**config.mk**
```make
export PLATFORM = sky130hd
export DESIGN_NAME = debug_watch_scanner
export DESIGN_NICKNAME = d
export VERILOG_FILES = /design/src/rtl/debug_watch_scanner.sv
export SDC_FILE = /design/constraint.sdc
export NUM_CORES = 1
export LEC_CHECK = 0
export ABC_AREA = 1
export BUFFER_PORTS_ARGS = -buffer_cell sky130_fd_sc_hd__buf_2
export CAP_MARGIN = 20
export CORE_MARGIN = 2
export CORE_UTILIZATION = 48
export DETAILED_ROUTE_END_ITERATION = 10
export MAX_ROUTING_LAYER = met4
export PLACE_DENSITY = 0.75
export REMOVE_ABC_BUFFERS = 1
export SLEW_MARGIN = 10
export SYNTH_ARGS = -nofsm -noshare
export SYNTH_HDL_FRONTEND = slang
export SYNTH_SLANG_ARGS = --single-unit
export TNS_END_PERCENT = 100
```
**constraint.sdc**
```tcl
create_clock -name clk -period 3.1 [get_ports clk]
set_clock_uncertainty 0.2 [all_clocks]
set_input_delay 0.465 -clock clk [delete_from_list [all_inputs] [get_ports clk]]
set_output_delay 0.465 -clock clk [all_outputs]
set_load 0.02 [all_outputs]
```
**src/rtl/debug_watch_scanner.sv**
```systemverilog
// Debug-watch scanner: steps a register index and a memory word address on a
// divided tick enable, and muxes a one-hot selected channel onto a tagged display word.
module debug_watch_scanner #(
  parameter int NUM_CH    = 4,
  parameter int DATA_W    = 32,
  parameter int ADDR_W    = 32,
  parameter int REG_NUM   = 32,
  parameter int MEM_BASE  = 0,
  parameter int MEM_WORDS = 64,
  parameter int DIV_W     = 28,
  parameter int FAST_BIT  = 24,
  parameter int SLOW_BIT  = 27,
  parameter int REG_CH    = 2,
  parameter int MEM_CH    = 0
) (
  input  logic                         clk,
  input  logic                         rstn,
  input  logic                         slow,
  input  logic                         freeze,
  input  logic                         step,
  input  logic [NUM_CH-1:0]            sel,
  input  logic [NUM_CH*DATA_W-1:0]     ch_data,
  output logic [$clog2(REG_NUM)-1:0]   reg_idx,
  output logic [ADDR_W-1:0]            mem_addr,
  output logic [63:0]                  disp_data,
  output logic                         tick
);

  localparam int RW = $clog2(REG_NUM);
  localparam logic [RW-1:0]     REG_LAST  = RW'(REG_NUM - 1);
  localparam logic [ADDR_W-1:0] MEM_FIRST = ADDR_W'(MEM_BASE);
  localparam logic [ADDR_W-1:0] MEM_LAST  = ADDR_W'(MEM_BASE + 4 * (MEM_WORDS - 1));

  typedef enum logic [0:0] {
    ST_RUN    = 1'b0,
    ST_FROZEN = 1'b1
  } state_t;

  function automatic logic onehot_f(input logic [NUM_CH-1:0] v);
    return (v != {NUM_CH{1'b0}}) && ((v & (v - NUM_CH'(1))) == {NUM_CH{1'b0}});
  endfunction

  logic [DIV_W-1:0]  div_r;
  logic              src_q_r;
  logic              slow_q_r;
  logic              step_q_r;
  state_t            state_r;
  logic [RW-1:0]     reg_idx_r;
  logic [ADDR_W-1:0] mem_addr_r;
  logic [63:0]       disp_r;
  logic              tick_r;

  logic              src_s;
  logic              adv_auto_s;
  logic              adv_s;
  state_t            state_nxt_s;
  logic [RW-1:0]     reg_nxt_s;
  logic [ADDR_W-1:0] mem_nxt_s;
  logic [31:0]       data_s;
  logic [31:0]       tag_s;
  logic [63:0]       disp_nxt_s;

  // Tick source selection; a change of slow masks the edge detector for one cycle
  always_comb begin
    src_s      = slow ? div_r[SLOW_BIT] : div_r[FAST_BIT];
    adv_auto_s = src_s & ~src_q_r & ~(slow ^ slow_q_r);
  end

  // Run/freeze control: choose advance source and next state
  always_comb begin
    adv_s       = 1'b0;
    state_nxt_s = state_r;
    case (state_r)
      ST_RUN: begin
        adv_s       = adv_auto_s;
        state_nxt_s = freeze ? ST_FROZEN : ST_RUN;
      end
      ST_FROZEN: begin
        adv_s       = step & ~step_q_r;
        state_nxt_s = freeze ? ST_FROZEN : ST_RUN;
      end
      default: begin
        adv_s       = 1'b0;
        state_nxt_s = ST_RUN;
      end
    endcase
  end

  // Scan position next values; wrap and increment share the same edge
  always_comb begin
    reg_nxt_s = reg_idx_r;
    mem_nxt_s = mem_addr_r;
    if (adv_s) begin
      reg_nxt_s = (reg_idx_r == REG_LAST) ? {RW{1'b0}} : reg_idx_r + RW'(1);
      mem_nxt_s = (mem_addr_r == MEM_LAST) ? MEM_FIRST : mem_addr_r + ADDR_W'(4);
    end else begin
      reg_nxt_s = reg_idx_r;
      mem_nxt_s = mem_addr_r;
    end
  end

  // Display word: tag uses the pre-advance position so it lines up with the data
  always_comb begin
    data_s = 32'd0;
    for (int k = 0; k < NUM_CH; k++) begin
      data_s = data_s | (sel[k] ? 32'(ch_data[k*DATA_W +: DATA_W]) : 32'd0);
    end
    tag_s      = sel[REG_CH] ? 32'(reg_idx_r) : (sel[MEM_CH] ? 32'(mem_addr_r) : 32'd0);
    disp_nxt_s = onehot_f(sel) ? {tag_s, data_s} : 64'd0;
  end

  // All state registers
  always_ff @(posedge clk or negedge rstn) begin
    if (!rstn) begin
      div_r      <= {DIV_W{1'b0}};
      src_q_r    <= 1'b0;
      slow_q_r   <= 1'b0;
      step_q_r   <= 1'b0;
      state_r    <= ST_RUN;
      reg_idx_r  <= {RW{1'b0}};
      mem_addr_r <= MEM_FIRST;
      disp_r     <= 64'd0;
      tick_r     <= 1'b0;
    end else begin
      div_r      <= div_r + DIV_W'(1);
      src_q_r    <= src_s;
      slow_q_r   <= slow;
      step_q_r   <= step;
      state_r    <= state_nxt_s;
      reg_idx_r  <= reg_nxt_s;
      mem_addr_r <= mem_nxt_s;
      disp_r     <= disp_nxt_s;
      tick_r     <= adv_s;
    end
  end

  assign reg_idx   = reg_idx_r;
  assign mem_addr  = mem_addr_r;
  assign disp_data = disp_r;
  assign tick      = tick_r;

endmodule

```
Yosys cells after proc, flatten, opt, wreduce, memory -nomap -nowiden
Cells that the tools add are included.
{"block": "totals", "input_bits": 137, "output_inout_bits": 102, "regBits": 134}
{"block": "op_classes", "add_sub_neg": 4, "n_reduce_logical": 3, "n_eq_ne": 2, "n_mux": 12, "bitwise_logic": 12}
{"cell": "2-to-1 mux 32 bit", "n": 7}
{"cell": "bitwise OR 32 bit", "n": 3}
{"cell": "2-to-1 mux 64 bit", "n": 1}
{"cell": "adder 32 x 3 -> 32 bit, second input constant", "n": 1}
{"cell": "equality test 32 x 8 -> 1 bit, second input constant", "n": 1}
{"cell": "adder 28 x 1 -> 28 bit, second input constant", "n": 1}
{"cell": "adder 5 x 1 -> 5 bit, second input constant", "n": 1}
{"cell": "equality test 5 bit, second input constant", "n": 1}
{"cell": "2-to-1 mux 5 bit", "n": 1}
{"cell": "bitwise AND 4 bit", "n": 1}
{"cell": "zero test 4 bit", "n": 1}
{"cell": "NOT 1 bit", "n": 4}
{"cell": "nonzero test 4 bit", "n": 1}
{"cell": "subtractor 4 x 1 -> 4 bit, second input constant", "n": 1}
{"cell": "bitwise AND 1 bit", "n": 3}
{"cell": "2-to-1 mux 1 bit", "n": 2}
{"cell": "one-hot mux 1 bit (2 select lines)", "n": 1}
{"cell": "logical AND 1 bit", "n": 1}
{"cell": "XOR 1 bit", "n": 1}

Logic depth before layout (Yosys ltp)
{"block": "logic_depth", "ltp_word": 5, "depth_mapped": 9}

Least setup slack after synthesis
OpenSTA, ideal clock, no wires.
{"block": "synth_timing", "path_kind": "register -> register", "start": "register mem_addr_r[3], in the netlist mem_addr[3]", "end": "register mem_addr_r[5], in the netlist mem_addr[5]", "stages_incl_launch_ff": 9, "path_slack_ns": 1.335, "path_buffers": 0, "arrival_ns": 1.447, "required_time_ns": 2.782, "path_cell_list": "dfrtp_1 > ha_1 > nand3_2 > nor2_4 > inv_2 > nor2_2 > nand2_2 > nand3b_1 > nand2_1"}
{"block": "synth_between", "elab_chain_cells": 2, "word_cells_on_any_way": 3}
{"item": "from (decl)", "line": "49", "text": "logic [ADDR_W-1:0] mem_addr_r;"}
{"item": "from (signal assigned)", "line": "131", "text": "mem_addr_r <= mem_nxt_s;"}
{"item": "adder 32 x 3 -> 32 bit / equality test 32 x 8 -> 1 bit (equally long branches)", "line": "95", "text": "mem_nxt_s = (mem_addr_r == MEM_LAST) ? MEM_FIRST : mem_addr_r + ADDR_W'(4);"}
{"item": "2-to-1 mux 32 bit (*)", "line": "95"}
Every way passes the cells marked *; elsewhere a longest branch is shown, timed or not.
A chain may end at the register's enable or synchronous reset.

Worst setup path in the final report
{"block": "layout_timing", "start": "input port slow", "end": "register mem_addr_r[9], in the netlist mem_addr[9]"}
{"block": "layout_between", "elab_chain_cells": 4, "word_cells_on_any_way": 6}
{"item": "from (decl)", "line": "18", "text": "input logic slow,"}
{"item": "2-to-1 mux 1 bit / XOR 1 bit (equally long branches)", "line": "65, 66"}
{"item": "bitwise AND 1 bit / NOT 1 bit (equally long branches)", "line": "66", "text": "adv_auto_s = src_s & ~src_q_r & ~(slow ^ slow_q_r);"}
{"item": "bitwise AND 1 bit (*)", "line": "66"}
{"item": "one-hot mux 1 bit (2 select lines) (*)", "line": "73", "text": "case (state_r)"}
Marked as above.

==> summary.txt <==
Power
  – Gate power share: 0.158
  – VDD IR-drop max: 0.430 mV
  – Pwr/cell area: between 500 and 600 nW/um2
  – Sw power: between 1 and 1.5 mW
  – Sequential Power Share: 0.388
  – Clk pwr share: 0.454
  – Switch share: 0.277
  – Power Total: 5.04 mW
  – Leak Pwr: 4.44 nW
  – Cell Int Power: about 3.6 mW

Detailed routing
  – Vias per cell: 5.12
  – Routed via count: 6,357
  – Antenna-violating nets left: 0
  – Drt wl/cell: approximately 15 um
  – DRC violations left: 0
  – Routed wire length: 18,800 um
  – Iter 0 DRT Violations: roughly 500
  – Total iterations of the first detailed-routing run: 5

Setup path
  – CP arrival: 2.30 ns
  – Worst Setup Start Kind: input pin
  – R2R Path Start: div_r[24]$_DFF_PN0_
  – Crit path cell chain: dlygate4sd3_1 -> buf_2 -> o21a_1 -> nand3_1 -> nand2_2 -> inv_1 -> o21ai_0
  – R2R Setup Slk: 1.16 ns
  – Critical path endpoint category: register
  – Worst R2R End: mem_addr[9]$_DFFE_PN0P_
  – Worst Setup Path Type: input pin to register
  – Critical-path top delay cell: inv_1
  – Critical Path RT: 3.16 ns
  – Reg2reg path depth: 6
  – CP max stage delay: 0.60 ns
  – CP max FO: 23

Clocking
  – TritonCTS buffer count: 17
  – H-tree depth: 4
  – # hold bufs at CTS: 4
  – CTS sink cnt: 132
  – Clk buf depth: 2
  – CTS tree: done
  – CTS clk-pin slew, worst paths: ~0.06 ns
  – Postcts setup bufs: 0
  – Post_cts resized: 0
  – Clk_lat worst skew: about 0.42 ns
  – Clock tree root driver cell: clkbuf_16

Yosys
  – Largest family of logic cells by synthesized area: simple AND/OR/NAND/NOR gates
  – Average cell area after synthesis: slightly above 8 um2
  – Ys flop type: dfrtp_1
  – Synth Area in Simple Gates: 0.288
  – Synthesized flop and latch total: 132
  – Top cells by area, synth: dfrtp_1, nand2_1, nor2_1, nand3_1, a22o_1
  – Ys Warns: 0
  – Post-synth EDFFs: 0
  – Sequential element share of the synthesized area: 0.492
  – Synth Area in XOR/XNOR: 0.0378
  – Mux share of post-synthesis cell area: 0
  – Syn Inst Count: 810
  – Netlist area before placement: 6720 um2
  – Synth Area in Compound Gates: 0.114
  – Asr flop ratio synth: 1.00
  – Synth top area share: 0.492
  – Yosys top cell by area: dfrtp_1
  – Distinct cells, synth: 31
  – Adder-Cell Fraction of Synth Area: 0.00745

GRT
  – Total global-route track usage: 0.273
  – Overflow after GRT: 0
  – First-pass GRT wire length: between 30,000 and 40,000 um
  – Initial antenna violation count: 4
  – Vias in the first global route: 6,224
  – Largest net degree at the start of global routing: 70

Floorplan
  – Initial core utilization: 0.488
  – Die Wd: 122 um
  – CORE AREA: 13,800 um2
  – Row Count: 43
  – Die Ht: ~120 um
  – Top Ports: approximately 240
  – Die ar.: 15,000 um2

Timing
  – Final setup viols: 0
  – Minimum clock period: 2.24 ns
  – Period utilization: 0.722
  – Fin. Hold Viols: 0
  – Final TNS setup: 0 ns
  – PnR worst setup slack: about 0.86 ns
  – Worst-margin pin slew: between 0.9 and 1 ns
  – Rel. slew slack: 0.384
  – Min Hold Slack: 0.0821 ns
  – RSZ-0062 raised after global routing: false
  – Final Max Tran Viols: 0
  – Max Clk Rate: ~0.45 GHz

Final layout
  – Area delta synth->final: 30.1%
  – Multi-input logic area: 3010 um2
  – Layout cells sized above 1: 0.315
  – Layout Nets: 1,186
  – Post-Layout Cell Count: 1,242
  – Sequential cell area: 3300 um2
  – Fill cell count: 1,248

Placement
  – DP Wirelength: 14,000 um
  – Final GP Congestion: 0.939
  – Dpl ws: 0.851 ns
  – IO buf count: 236
  – Cells after DPL: about 1,200

Run
  – Maxcap violations: 0

Hold path
  – Hold depth: 3
  – Hold Crit Start: ch_data[106]
  – Hold/Removal Path Class: input pin to register
  – Hold Path End: disp_data[10]$_DFF_PN0_

Outcome
  – Status: completed
## cells in the final DEF, fill, tap and decap left out, drive strengths merged
| master | netlist | routed |
|---|---|---|
| inv | 56 | 57 |
| nor3 | 27 | 27 |
| dfrtp | 132 | 132 |
| o21a | 1 | 1 |
| nor3b | 7 | 7 |
| xnor2 | 6 | 6 |
| nand3 | 51 | 51 |
| o22ai | 4 | 4 |
| o21ai | 19 | 19 |
| nand4 | 12 | 12 |
| clkinv | 1 | 4 |
| buf | 22 | 244 |
| bufinv | 0 | 6 |
| a22o | 26 | 26 |
| xor2 | 23 | 23 |
| a21oi | 66 | 66 |
| conb | 1 | 2 |
| diode | 0 | 4 |
| clkinvlp | 0 | 2 |
| nand3b | 4 | 4 |
| dlygate4sd3 | 0 | 4 |
| nor2 | 94 | 94 |
| nand2 | 243 | 243 |
| ha | 4 | 4 |
| clkbuf | 11 | 20 |
## cells in the mapped netlist, types with 7 or more instances
cell and number:
a22o_1 26, a21oi_2 21, clkbuf_1 11, buf_2 13
nand2_1 233, xor2_1 23, nand3_1 47, a21oi_1 45
nor2_2 14, nand2_2 10, o21ai_0 16, nor3b_1 7
nor3_1 26, inv_1 52, nand4_1 12, dfrtp_1 132
nor2_1 75
## metal layers
metal	track usage	wire length [um]	vias to the layer above
met2	0.440	9440	261
met5	-	0	-
met1	0.317	7390	2928
met4	0.159	850	0
met3	0.0539	1100	57
li1	-	-	3111
## kinds of logic after synthesis
| family | count (synthesis) |
|---|---|
| AOI/OAI and AO/OA | 116 |
| xor gates and xnor gates | 29 |
| adders and majority gates | 4 |
| buffers and inverters | 90 |
| DFF | 132 |
| other | 1 |
| and+or+nand+nor | 438 |
## cell type report
class / count / share of cell area
diodes: 4 / 0.00115
clock buffers: 20 / 0.0511
clock inverters: 12 / 0.0259
inverters: 57 / 0.0245
multi-input cells: 589 / 0.345
flip-flops and latches: 132 / 0.378
well taps: 180 / 0.0258
repair buffers: 248 / 0.149
## power groups by stage
stage | clock [mW] | sequential [mW] | combinational [mW]
CTS | 2.31 | 1.96 | 0.802
detailed placement | 0 | 1.98 | 0.793
finish | 2.29 | 1.95 | 0.795
global placement | 0 | 1.98 | 0.782
global route | 2.39 | 1.97 | 0.888
floorplan | 0 | 2.09 | 0.307
## critical path: cells and delay by family
kind / cells / cell delay, ns
and+or+nand+nor: 2 / 0.16
AOI/OAI and AO/OA: 2 / 0.37
buffers and inverters: 3 / 1.29
## worst max-delay path by stage
stage,start,slack [ns],cells past startpoint,endpoint
final,slow,0.86,7,mem_addr[9]$_DFFE_PN0P_
after global routing,slow,0.73,8,mem_addr[9]$_DFFE_PN0P_
after CTS,slow,0.90,7,mem_addr[9]$_DFFE_PN0P_
after detailed placement,sel[2],0.85,6,disp_data[49]$_DFF_PN0_
after global placement,sel[2],0.88,6,disp_data[40]$_DFF_PN0_
after floorplan,sel[0],0.10,3,disp_data[37]$_DFF_PN0_
## sequential cells by signal (all words and copies together), names as in the netlist
signal,cells
disp_data,64
div_r,28
mem_addr,30
reg_idx,5
slow_q_r,1
src_q_r,1
state_r,1
step_q_r,1
tick,1
## per-stage QoR
stage / cell area (um2) / utilization
after global placement: 8010 / 0.582
after floorplan: 6530 / -
final: 8740 / 0.634
after detailed placement: 8010 / 0.582
after global routing: 8740 / 0.634
after CTS: 8730 / 0.634
Power figures use the tool's default switching activity.
